--- src/rtl/prim_subreg_shadow_wr_ctrl_if.sv ---
// Bus-side bundle for the shadowed-register write front end.
// The slave modport is the controller; the master modport is the bus agent.
interface prim_subreg_shadow_wr_ctrl_if #(
    parameter int DW = 2
);
    logic          we_i;
    logic [DW-1:0] wd_i;
    logic          re_i;
    logic [DW-1:0] q_o;
    logic [DW-1:0] qs_o;
    logic          phase_o;
    logic          commit_o;
    logic          update_err_o;
    logic          storage_err_o;

    modport slave (
        input  we_i, wd_i, re_i,
        output q_o, qs_o, phase_o,
        output commit_o, update_err_o, storage_err_o
    );

    modport master (
        output we_i, wd_i, re_i,
        input  q_o, qs_o, phase_o,
        input  commit_o, update_err_o, storage_err_o
    );
endinterface

--- src/rtl/prim_subreg_shadow_wr_ctrl.sv ---
// Two-phase write controller for a shadowed register: a value commits only
// after two identical consecutive writes; an inverted shadow copy guards it.
module prim_subreg_shadow_wr_ctrl #(
    parameter int            DW     = 2,
    parameter logic [DW-1:0] RESVAL = '0
) (
    input logic                           clk_i,
    input logic                           rst_ni,
    prim_subreg_shadow_wr_ctrl_if.slave   bus
);

    typedef enum logic {
        IDLE   = 1'b0,
        STAGED = 1'b1
    } phase_e;

    phase_e        r_phase;
    logic [DW-1:0] r_staged;
    logic [DW-1:0] r_committed;
    logic [DW-1:0] r_shadow;
    logic          r_commit;
    logic          r_uerr;

    phase_e        w_phase_d;
    logic [DW-1:0] w_staged_d;
    logic [DW-1:0] w_committed_d;
    logic [DW-1:0] w_shadow_d;
    logic          w_commit_d;
    logic          w_uerr_d;
    logic          w_match;

    assign w_match = (bus.wd_i == r_staged);

    always_ff @(posedge clk_i or negedge rst_ni) begin
        if (!rst_ni) begin
            r_phase     <= IDLE;
            r_staged    <= RESVAL;
            r_committed <= RESVAL;
            r_shadow    <= ~RESVAL;
            r_commit    <= 1'b0;
            r_uerr      <= 1'b0;
        end else begin
            r_phase     <= w_phase_d;
            r_staged    <= w_staged_d;
            r_committed <= w_committed_d;
            r_shadow    <= w_shadow_d;
            r_commit    <= w_commit_d;
            r_uerr      <= w_uerr_d;
        end
    end

    // A write always takes priority over a read in the same cycle.
    always_comb begin
        w_phase_d     = r_phase;
        w_staged_d    = r_staged;
        w_committed_d = r_committed;
        w_shadow_d    = r_shadow;
        w_commit_d    = 1'b0;
        w_uerr_d      = 1'b0;
        unique case (r_phase)
            IDLE: begin
                if (bus.we_i) begin
                    w_staged_d = bus.wd_i;
                    w_phase_d  = STAGED;
                end
            end
            STAGED: begin
                if (bus.we_i) begin
                    w_phase_d = IDLE;
                    if (w_match) begin
                        w_committed_d = bus.wd_i;
                        w_shadow_d    = ~bus.wd_i;
                        w_commit_d    = 1'b1;
                    end else begin
                        w_staged_d = bus.wd_i;
                        w_uerr_d   = 1'b1;
                    end
                end else if (bus.re_i) begin
                    w_phase_d = IDLE;
                end
            end
            default: w_phase_d = IDLE;
        endcase
    end

    assign bus.q_o           = r_committed;
    assign bus.qs_o          = r_staged;
    assign bus.phase_o       = r_phase;
    assign bus.commit_o      = r_commit;
    assign bus.update_err_o  = r_uerr;
    assign bus.storage_err_o = |(r_committed ^ ~r_shadow);

endmodule

--- src/flat_wrapper.sv ---
// flat-port wrapper written by rule: the top's interface ports become plain ports
module prim_subreg_shadow_wr_ctrl_flat 
#(
    parameter int            DW     = 2,
    parameter logic [DW-1:0] RESVAL = '0
)
  (clk_i, rst_ni, bus_we_i, bus_wd_i, bus_re_i, bus_q_o, bus_qs_o, bus_phase_o, bus_commit_o, bus_update_err_o, bus_storage_err_o);
  prim_subreg_shadow_wr_ctrl_if #(.DW(DW)) bus_i ();
  input logic clk_i;
  input logic rst_ni;
  input wire logic [$bits(bus_i.we_i)-1:0] bus_we_i;
  input wire logic [$bits(bus_i.wd_i)-1:0] bus_wd_i;
  input wire logic [$bits(bus_i.re_i)-1:0] bus_re_i;
  output wire logic [$bits(bus_i.q_o)-1:0] bus_q_o;
  output wire logic [$bits(bus_i.qs_o)-1:0] bus_qs_o;
  output wire logic [$bits(bus_i.phase_o)-1:0] bus_phase_o;
  output wire logic [$bits(bus_i.commit_o)-1:0] bus_commit_o;
  output wire logic [$bits(bus_i.update_err_o)-1:0] bus_update_err_o;
  output wire logic [$bits(bus_i.storage_err_o)-1:0] bus_storage_err_o;
  assign bus_i.we_i = bus_we_i;
  assign bus_i.wd_i = bus_wd_i;
  assign bus_i.re_i = bus_re_i;
  assign bus_q_o = bus_i.q_o;
  assign bus_qs_o = bus_i.qs_o;
  assign bus_phase_o = bus_i.phase_o;
  assign bus_commit_o = bus_i.commit_o;
  assign bus_update_err_o = bus_i.update_err_o;
  assign bus_storage_err_o = bus_i.storage_err_o;
  prim_subreg_shadow_wr_ctrl #(.DW(DW), .RESVAL(RESVAL)) u_core (.clk_i(clk_i), .rst_ni(rst_ni), .bus(bus_i));
endmodule
--- config.mk ---
export PLATFORM = sky130hd
export DESIGN_NAME = prim_subreg_shadow_wr_ctrl_flat
export DESIGN_NICKNAME = d
export VERILOG_FILES = /design/src/rtl/prim_subreg_shadow_wr_ctrl_if.sv /design/src/rtl/prim_subreg_shadow_wr_ctrl.sv /design/src/flat_wrapper.sv
export SDC_FILE = /design/constraint.sdc
export NUM_CORES = 1
export LEC_CHECK = 0
export ABC_AREA = 1
export CAP_MARGIN = 0
export CORE_AREA = 2 2 39 41
export CTS_BUF_LIST = sky130_fd_sc_hd__clkbuf_16
export DETAILED_ROUTE_END_ITERATION = 6
export DIE_AREA = 0 0 41 43
export RECOVER_POWER = 25
export SYNTH_ARGS = -nofsm -noshare
export SYNTH_HDL_FRONTEND = slang
export SYNTH_SLANG_ARGS = --single-unit
--- constraint.sdc ---
create_clock -name clk_i -period 1.2 [get_ports clk_i]
set_input_delay 0.12 -clock clk_i [delete_from_list [all_inputs] [get_ports clk_i]]
set_output_delay 0.12 -clock clk_i [all_outputs]
set_load 0.02 [all_outputs]
==> results of run 1 <==
## what timing repair did
item | in CTS | in global routing
pin swaps | 0 | 1
gates resized for setup | 11 | 4
hold buffers | 0 | 0
hold endpoints to repair | 0 | 0
setup endpoints to repair | 8 | 3
## per-layer routing
layer / GRT usage, % / part of all wire, % / vias up
met3: 4.712 / 6.7 / 4
met1: 15.51 / 45 / 164
met4: 10.00 / 2.6 / 0
li1: - / - / 194
met5: 0 / 0 / -
met2: 18.44 / 46 / 13
## flip-flops by register name, summed over array words and instances (netlist names)
| name | cells |
|---|---|
| u_core.bus.commit_o | 1 |
| u_core.bus.phase_o | 1 |
| u_core.bus.q_o | 2 |
| u_core.bus.qs_o | 2 |
| u_core.bus.update_err_o | 1 |
| u_core.r_shadow | 2 |
## critical path, cell delays in order, from the launching register on
cell,delay [ns]
dfstp_2,0.53
xor2_1,0.14
nand2_1,0.07
buf_6,0.13
## power breakdown
group | internal, uW | switching (uW)
Combinational | 220 | 222
Sequential | 393 | 45.2
Clock | 435 | 142
Total | 1050 | 409
## placed cells by master (no fill, tap or decap)
master           count
nand2_2              3
dlygate4sd2_1        5
clkbuf_16            3
clkdlybuf4s15_1      2
dfstp_2              2
xor2_1               2
buf_4                9
dlygate4sd3_1        1
buf_6                1
nand3_2              1
nand3b_4             1
o21ai_1              4
nand2_1             13
nand2_4              1
dfrtp_1              7
inv_1                7
a21oi_1              3
nand3_1              2
clkdlybuf4s50_1      4
## through the flow
| stage | cells | utilization [%] | worst slack (ns) |
|---|---|---|---|
| finish | 87 | 51.54 | -0.02769 |
| global route | 87 | 51.54 | -0.08861 |
| global placement | 83 | 46.20 | -0.1572 |
| detailed placement | 83 | 46.20 | -0.1710 |
| floorplan | 45 | - | 0.1578 |
| CTS | 87 | 50.90 | -0.04286 |
## cell type report
type                       instances  area share [%]
inverter                           6           3.158
multi-input combinational         30           24.04
clock inverter                     1          0.5263
clock buffer                       3           10.53
tap                               16           2.807
sequential                         9           31.93
timing repair buffer              22           27.02
## kinds of logic after synthesis
logic type / Yosys count
flip-flops: 9
AO/OA/AOI/OAI: 7
AND/OR/NAND/NOR: 21
XOR/XNOR: 2
buffers and inverters: 6
## how the worst max path moves through the flow
stage | endpoint | slack [ns] | cells after the start
6_report | bus_storage_err_o | -0.03 | 3
5_1_grt | bus_storage_err_o | -0.09 | 3
4_1_cts | bus_storage_err_o | -0.04 | 3
3_5_place_dp | bus_storage_err_o | -0.17 | 3
3_3_place_gp | bus_storage_err_o | -0.16 | 3
2_1_floorplan | u_core.bus.q_o[1] | 0.16 | 5
==> metrics.txt, run 1 <==
status=finished with violations; failing checks=negative setup slack; # Post-CTS Setup Buffers=0; top-count cell post-synth=nand2_1; WL final=just over 800 um; Reg clk slew, reported paths=around 0.04 ns; Sum Neg Setup Slack=-0.02769 ns; Die H=43 um; share of cells above drive strength 1=29.58%; CTS Buffer Depth=2; cts bufs inserted=3; post-route clock period utilization=102.3%; worst skew pair latency=0.23 ns; first-pass GRT wire length=between 1000 and 1500 um; synthesized area=421.7 um^2; Slew headroom=72.36%; Peak VDD IR=roughly 0.97 mV; Slew Limit Fails=0; Tmin final=1.228 ns; Std-Cell Core Area=1384 um^2; mux share of post-synthesis cell area=0%; syn_nets=51; P&R area growth vs syn=69.14%; fin area=713.2 um^2; final net count=slightly below 80; H-tree depth=1; Layout fillers=approximately 140; Cell Pwr Density=just over 2000 nW/um^2; compound-gate portion of the synthesized area=8.309%; Synth Area in Adders=0%; Synth Area in Simple Gates=28.19%; drt drc=0; register area=227.7 um^2; post-route ant nets=0; number of synthesized register bits=9; Avg Vias per Cell=4.310; Max Clock Skew=0.002637 ns; total grt overflow=0; number of global-route vias before repair=351; Final GP Congestion=0.7096; top cells by area, synth=dfrtp_1 (42%), dfstp_2 (12%), nand2_1 (12%); Leak=0.0003926 uW; CP max FO=2; XOR/XNOR Fraction of Synth Area=between 4 and 5%; largest family of logic cells by synthesized area=simple AND/OR/NAND/NOR gates; Pwr Total=1458 uW; RSZ-0062 raised after global routing=true; CTS tree=done; Hold Slack=0.2567 ns; crit start category=flip-flop; total number of vias=about 380; capturing point of the worst reg2reg path=u_core.bus.q_o[0]; routed len/inst=9.264 um; IO buf count=13; r2r setup slk=between 0.2 and 0.25 ns; max-cap viol count=0; Seq/Total Area, Yosys=between 50% and 60%; Post-DP HPWL=between 500 and 600 um; # rows=14; drt initial violations=6; clock sinks=9; Avg Synthesized Cell Area=9.370 um^2; io pins=14; Setup WS post-layout=-0.02769 ns; die area=1763 um^2; All-Layer GR Usage=13.16%; initial antenna violation count=0; crit path capture type=output pin; largest net degree at the start of global routing=10; Initial Util=a little under a third; R2R cell count=6; fmax=814.5 MHz; Yosys top cell area share=roughly two fifths; multi-input logic area=between 150 and 200 um^2; largest area contributor in the netlist=dfrtp_1; Setup Crit Path Kind=reg2out; worst slew pin tran=0.4132 ns; DR pass1 iterations=4; fraction of registers with async set/reset=100.0%; Critical Path Source=u_core.r_shadow[1]; Post-synth EDFFs=0; Syn. warnings=0; Commonest cells post-synth=nand2_1 (13), dfrtp_1 (7), inv_1 (6); Worst Path Required=1.08 ns; cells after synthesis=45; main flop type after synthesis=dfrtp_1; CTS root buf=clkbuf_16; Hold Fails Final Rpt=0; post-synth cell types=12; Placed Area=approximately 640 um^2; WP data arrival=1.11 ns; Die Width=41 um; Min-Delay Path Class=in2async; antenna cells=0; origin of the critical flop-to-flop path=u_core.bus.qs_o[0]; Final setup viols=1
Power figures use the tool's default switching activity.
==> inputs of run 2 (changes only) <==
Settings changed: RECOVER_POWER 25 to not set.
Clock period 1.2 ns to 1.6 ns, I/O delays scaled along.
==> run 2 against run 1 <==
The run now ends clean. Clock-buffer cell count unchanged. Cell count decreased by 10%. Worst hold slack got worse by 0.031 ns. Clock skew down 0.0016 ns. Wire length decreased by 5.3%. Critical endpoint is now bus_phase_o. Final area down 8.9%.
==> metrics.txt, run 2 (synthesis gave the netlist of run 1 again) <==
status=finished clean; largest net degree at the start of global routing=10; commonest non-fill, non-tap cell in the layout=nand2_1; cts bufs inserted=3; Cell Pwr Density=roughly 1600 nW/um^2; Placed Area=571.8 um^2; worst slew pin tran=0.4041 ns; DR pass1 iterations=3; # rows=14; Layout fillers=144; WP data arrival=1.31 ns; Peak VDD IR=approximately 0.76 mV; initial antenna violation count=0; die area=1763 um^2; drt initial violations=4; fmax=681.5 MHz; total number of vias=336; Top delay family on crit path=buffers and inverters; drt drc=0; Die Width=41 um; commonest non-fill, non-tap cells in the layout=nand2_1 (13), clkdlybuf4s50_1 (12), inv_1 (7), dfrtp_1 (7), o21ai_1 (4); RSZ-0062 raised after global routing=false; # Post-CTS Setup Buffers=0; Place WS=slightly below 0.2 ns; WL final=approximately 760 um; CTS Buffer Depth=2; critical path depth in cells=1; Final setup viols=0; Hold Fails Final Rpt=0; io pins=14; crit start category=flip-flop; clock sinks=9; Hold Slack=0.2260 ns; total grt overflow=0; Die H=43 um; first-pass GRT wire length=approximately 1400 um; Setup WS post-layout=0.1326 ns; IO buf count=13; Max Clock Skew=0.001060 ns; Worst Path Required=about 1.4 ns; All-Layer GR Usage=11.78%; Setup Crit Path Kind=reg2out; worst skew pair latency=0.23 ns; post-route ant nets=0; CP cell instances=clkdlybuf4s50_1; Slew headroom=between 70 and 80%; Slew Limit Fails=0; Post-DP HPWL=545.5 um; H-tree depth=1; Buf+Inv Stages, Crit Path=1; P&R area growth vs syn=54.01%; crit path capture type=output pin; final net count=69; slowest stage delay, CP=between 0.6 and 0.7 ns; Reg clk slew, reported paths=~0.040 ns; Initial Util=30.47%; Std-Cell Core Area=1384 um^2; Avg Vias per Cell=about 4.3; antenna cells=0; CTS Hold Buffers Added=0; Sum Neg Setup Slack=0 ns; max-cap viol count=0; Tmin final=1.467 ns; fin area=649.4 um^2; post-route clock period utilization=91.71%; number of global-route vias before repair=335; routed len/inst=between 9 and 10 um; CP max FO=5; Min-Delay Path Class=in2async; R2R cell count=6; share of cells above drive strength 1=about 18%; CTS tree=done; Final GP Congestion=0.7040; Crit-path slowest cell=clkdlybuf4s50_1; CTS root buf=clkbuf_16; Leak=approximately 0.00033 uW
[run 2: worst paths after layout]
kind,startpoint,to,slack [ns]
min in group clk_i,u_core.r_shadow[1],u_core.r_shadow[1],0.47
max in group asynchronous,rst_ni,u_core.r_shadow[1],1.05
min,rst_ni,u_core.bus.qs_o[0],0.23
max,u_core.bus.phase_o,bus_phase_o,0.13
max reg2reg,u_core.bus.qs_o[1],u_core.bus.q_o[0],0.62
min reg2reg,u_core.r_shadow[1],u_core.r_shadow[1],0.47
[run 2: layout make-up]
type                       count  area, um^2  area share, %
multi-input combinational     30       171.4          26.40
timing repair buffer          13       128.9          19.85
tap                           16       20.02          3.083
inverter                       6       22.52          3.468
sequential                     9       227.7          35.07
clock inverter                 1       3.754         0.5780
clock buffer                   3       75.07          11.56
[run 2: report_power, final]
group	total (uW)	internal [uW]	switching, uW
Clock	432	326	106
Combinational	280	134	146
Sequential	337	295	41.8
[run 2: routing by layer]
layer	global-route usage (%)	vias to the layer above	routed length (um)
met3	7.853	0	72
met5	0	-	0
li1	-	176	-
met1	13.33	148	332
met4	4.000	0	0
met2	17.19	12	359
[run 2: per-stage QoR]
| step | std cells | total power [uW] | utilization [%] |
|---|---|---|---|
| 6_report | 78 | 1049 | 46.93 |
| 4_1_cts | 78 | 1067 | 46.93 |
| 3_3_place_gp | 74 | 632.1 | 41.32 |
| 3_5_place_dp | 74 | 636.8 | 41.32 |
| 5_1_grt | 78 | 1118 | 46.93 |
| 2_1_floorplan | 45 | 502.5 | - |
[run 2: timing repair]
action,in CTS,in global routing
setup endpoints to repair,1,0
gates resized for setup,1,0
hold endpoints to repair,0,0
==> inputs of run 3 (changes only) <==
Settings changed: SKIP_CTS_REPAIR_TIMING set to 1.
==> run 3 against run 2 <==
First-iteration DRC count unchanged. Worst setup slack unchanged. Die area unchanged. Sequential power about the same. Global-route usage unchanged. Utilization increased by 0.27 points. Clock-buffer cell count unchanged. Critical path depth unchanged. Highest routed layer unchanged. Non-clock buffer count unchanged. Combinational power increased by 3%. Worst hold slack unchanged.
==> metrics.txt, run 3 (synthesis gave the netlist of run 1 again) <==
worst slew pin tran=0.4041 ns; die area=1763 um^2; Initial Util=30.47%; CTS Buffer Depth=2; commonest non-fill, non-tap cell in the layout=nand2_1; Cell Pwr Density=1619 nW/um^2; Std-Cell Core Area=1384 um^2; Hold Fails Final Rpt=0; Cells after DPL=74; total number of vias=336; DR pass1 iterations=3; CTS root buf=clkbuf_16; Setup Crit Path Kind=reg2out; io pins=14; slowest stage delay, CP=0.64 ns; first-pass GRT wire length=roughly 1400 um; initial antenna violation count=0; Placed Area=571.8 um^2; WP data arrival=1.31 ns; Max Clock Skew=0.001060 ns; total grt overflow=0; origin of the critical flop-to-flop path=u_core.bus.qs_o[1]; number of global-route vias before repair=335; share of cells above drive strength 1=17.74%; final net count=69; drt initial violations=4; post-route clock period utilization=91.71%; P&R area growth vs syn=54.90%; worst skew pair latency=0.23 ns; Final setup viols=0; drt drc=0; Reg clk slew, reported paths=0.04 ns; r2r setup slk=~0.62 ns; Top delay family on crit path=buffers and inverters; RSZ-0062 raised after global routing=false; Final Non-Filler Cells=about 80; Final GP Congestion=0.7040; Die H=43 um; largest net degree at the start of global routing=10; R2R cell count=6; routed len/inst=9.808 um; max-cap viol count=0; Avg Vias per Cell=4.308; Crit-path slowest cell=clkdlybuf4s50_1; WL final=around 770 um; Slew Limit Fails=0; Peak VDD IR=roughly 0.76 mV; status=finished clean; commonest non-fill, non-tap cells in the layout=nand2_1 (13), clkdlybuf4s50_1 (12), inv_1 (7), dfrtp_1 (7), o21ai_1 (4); CP cell instances=clkdlybuf4s50_1; Critical Path Source=u_core.bus.phase_o; CTS tree=done; clock sinks=9; Post-DP HPWL=roughly 550 um; critical path depth in cells=1; CP endpoint=bus_phase_o; Util after Layout=~47%; cts bufs inserted=3; crit path capture type=output pin; post-route ant nets=0; IO buf count=13; Sum Neg Setup Slack=0 ns; Min-Delay Path Class=in2async; fin area=653.1 um^2; Worst Path Required=~1.4 ns; Hold Slack=0.2260 ns; CP max FO=5; capturing point of the worst reg2reg path=u_core.bus.q_o[0]; Buf+Inv Stages, Crit Path=1; Leak=around 0.00033 uW; # rows=14; Slew headroom=72.97%; All-Layer GR Usage=between 10% and 20%; H-tree depth=1; fmax=681.5 MHz; antenna cells=0; crit start category=flip-flop; Tmin final=1.467 ns; Die Width=41 um
==> run 3: cell types whose count changed in the layout (fill, tap and decap cells not counted), sizes merged <==
| cell | change |
|---|---|
| dlygate4sd2 | -1 |
| dlymetal6s2s | +1 |
==> run 3: area by class of cell <==
cell class / instances / area (um^2)
Clock buffer: 3 / 75.07
Clock inverter: 1 / 3.754
Fill cell: 144 / 730.7
Inverter: 6 / 22.52
Multi-Input combinational cell: 30 / 171.4
Sequential cell: 9 / 227.7
Tap cell: 16 / 20.02
Timing Repair Buffer: 13 / 132.6
==> run 3: worst min path at each step <==
| stage | start | end | cells past startpoint |
|---|---|---|---|
| CTS | rst_ni | u_core.bus.qs_o[0] | 1 |
| detailed placement | u_core.r_shadow[1] | u_core.r_shadow[1] | 2 |
| finish | rst_ni | u_core.bus.qs_o[0] | 1 |
| global placement | u_core.r_shadow[1] | u_core.r_shadow[1] | 2 |
| floorplan | rst_ni | u_core.bus.commit_o | 0 |
| global route | rst_ni | u_core.bus.update_err_o | 1 |
==> run 3: layer usage <==
metal	vias to the layer above	track usage (%)	routed length [um]
met3	0	7.853	73
met5	-	0	0
li1	176	-	-
met4	0	4.000	0
met1	148	13.33	332
met2	12	17.19	359
==> run 3: per-stage QoR <==
stage                     worst slack [ns]  power (uW)
after global routing               0.08704        1126
final                               0.1326        1058
after detailed placement            0.1931       636.8
after floorplan                     0.5578       502.5
after CTS                         -0.05819        1080
after global placement              0.2064       632.1
==> run 3: where the power goes <==
group | switching, uW | internal, uW | total [uW]
Clock | 106 | 326 | 432
Combinational | 146 | 142 | 289
Sequential | 41.8 | 295 | 337
Total | 294 | 763 | 1060
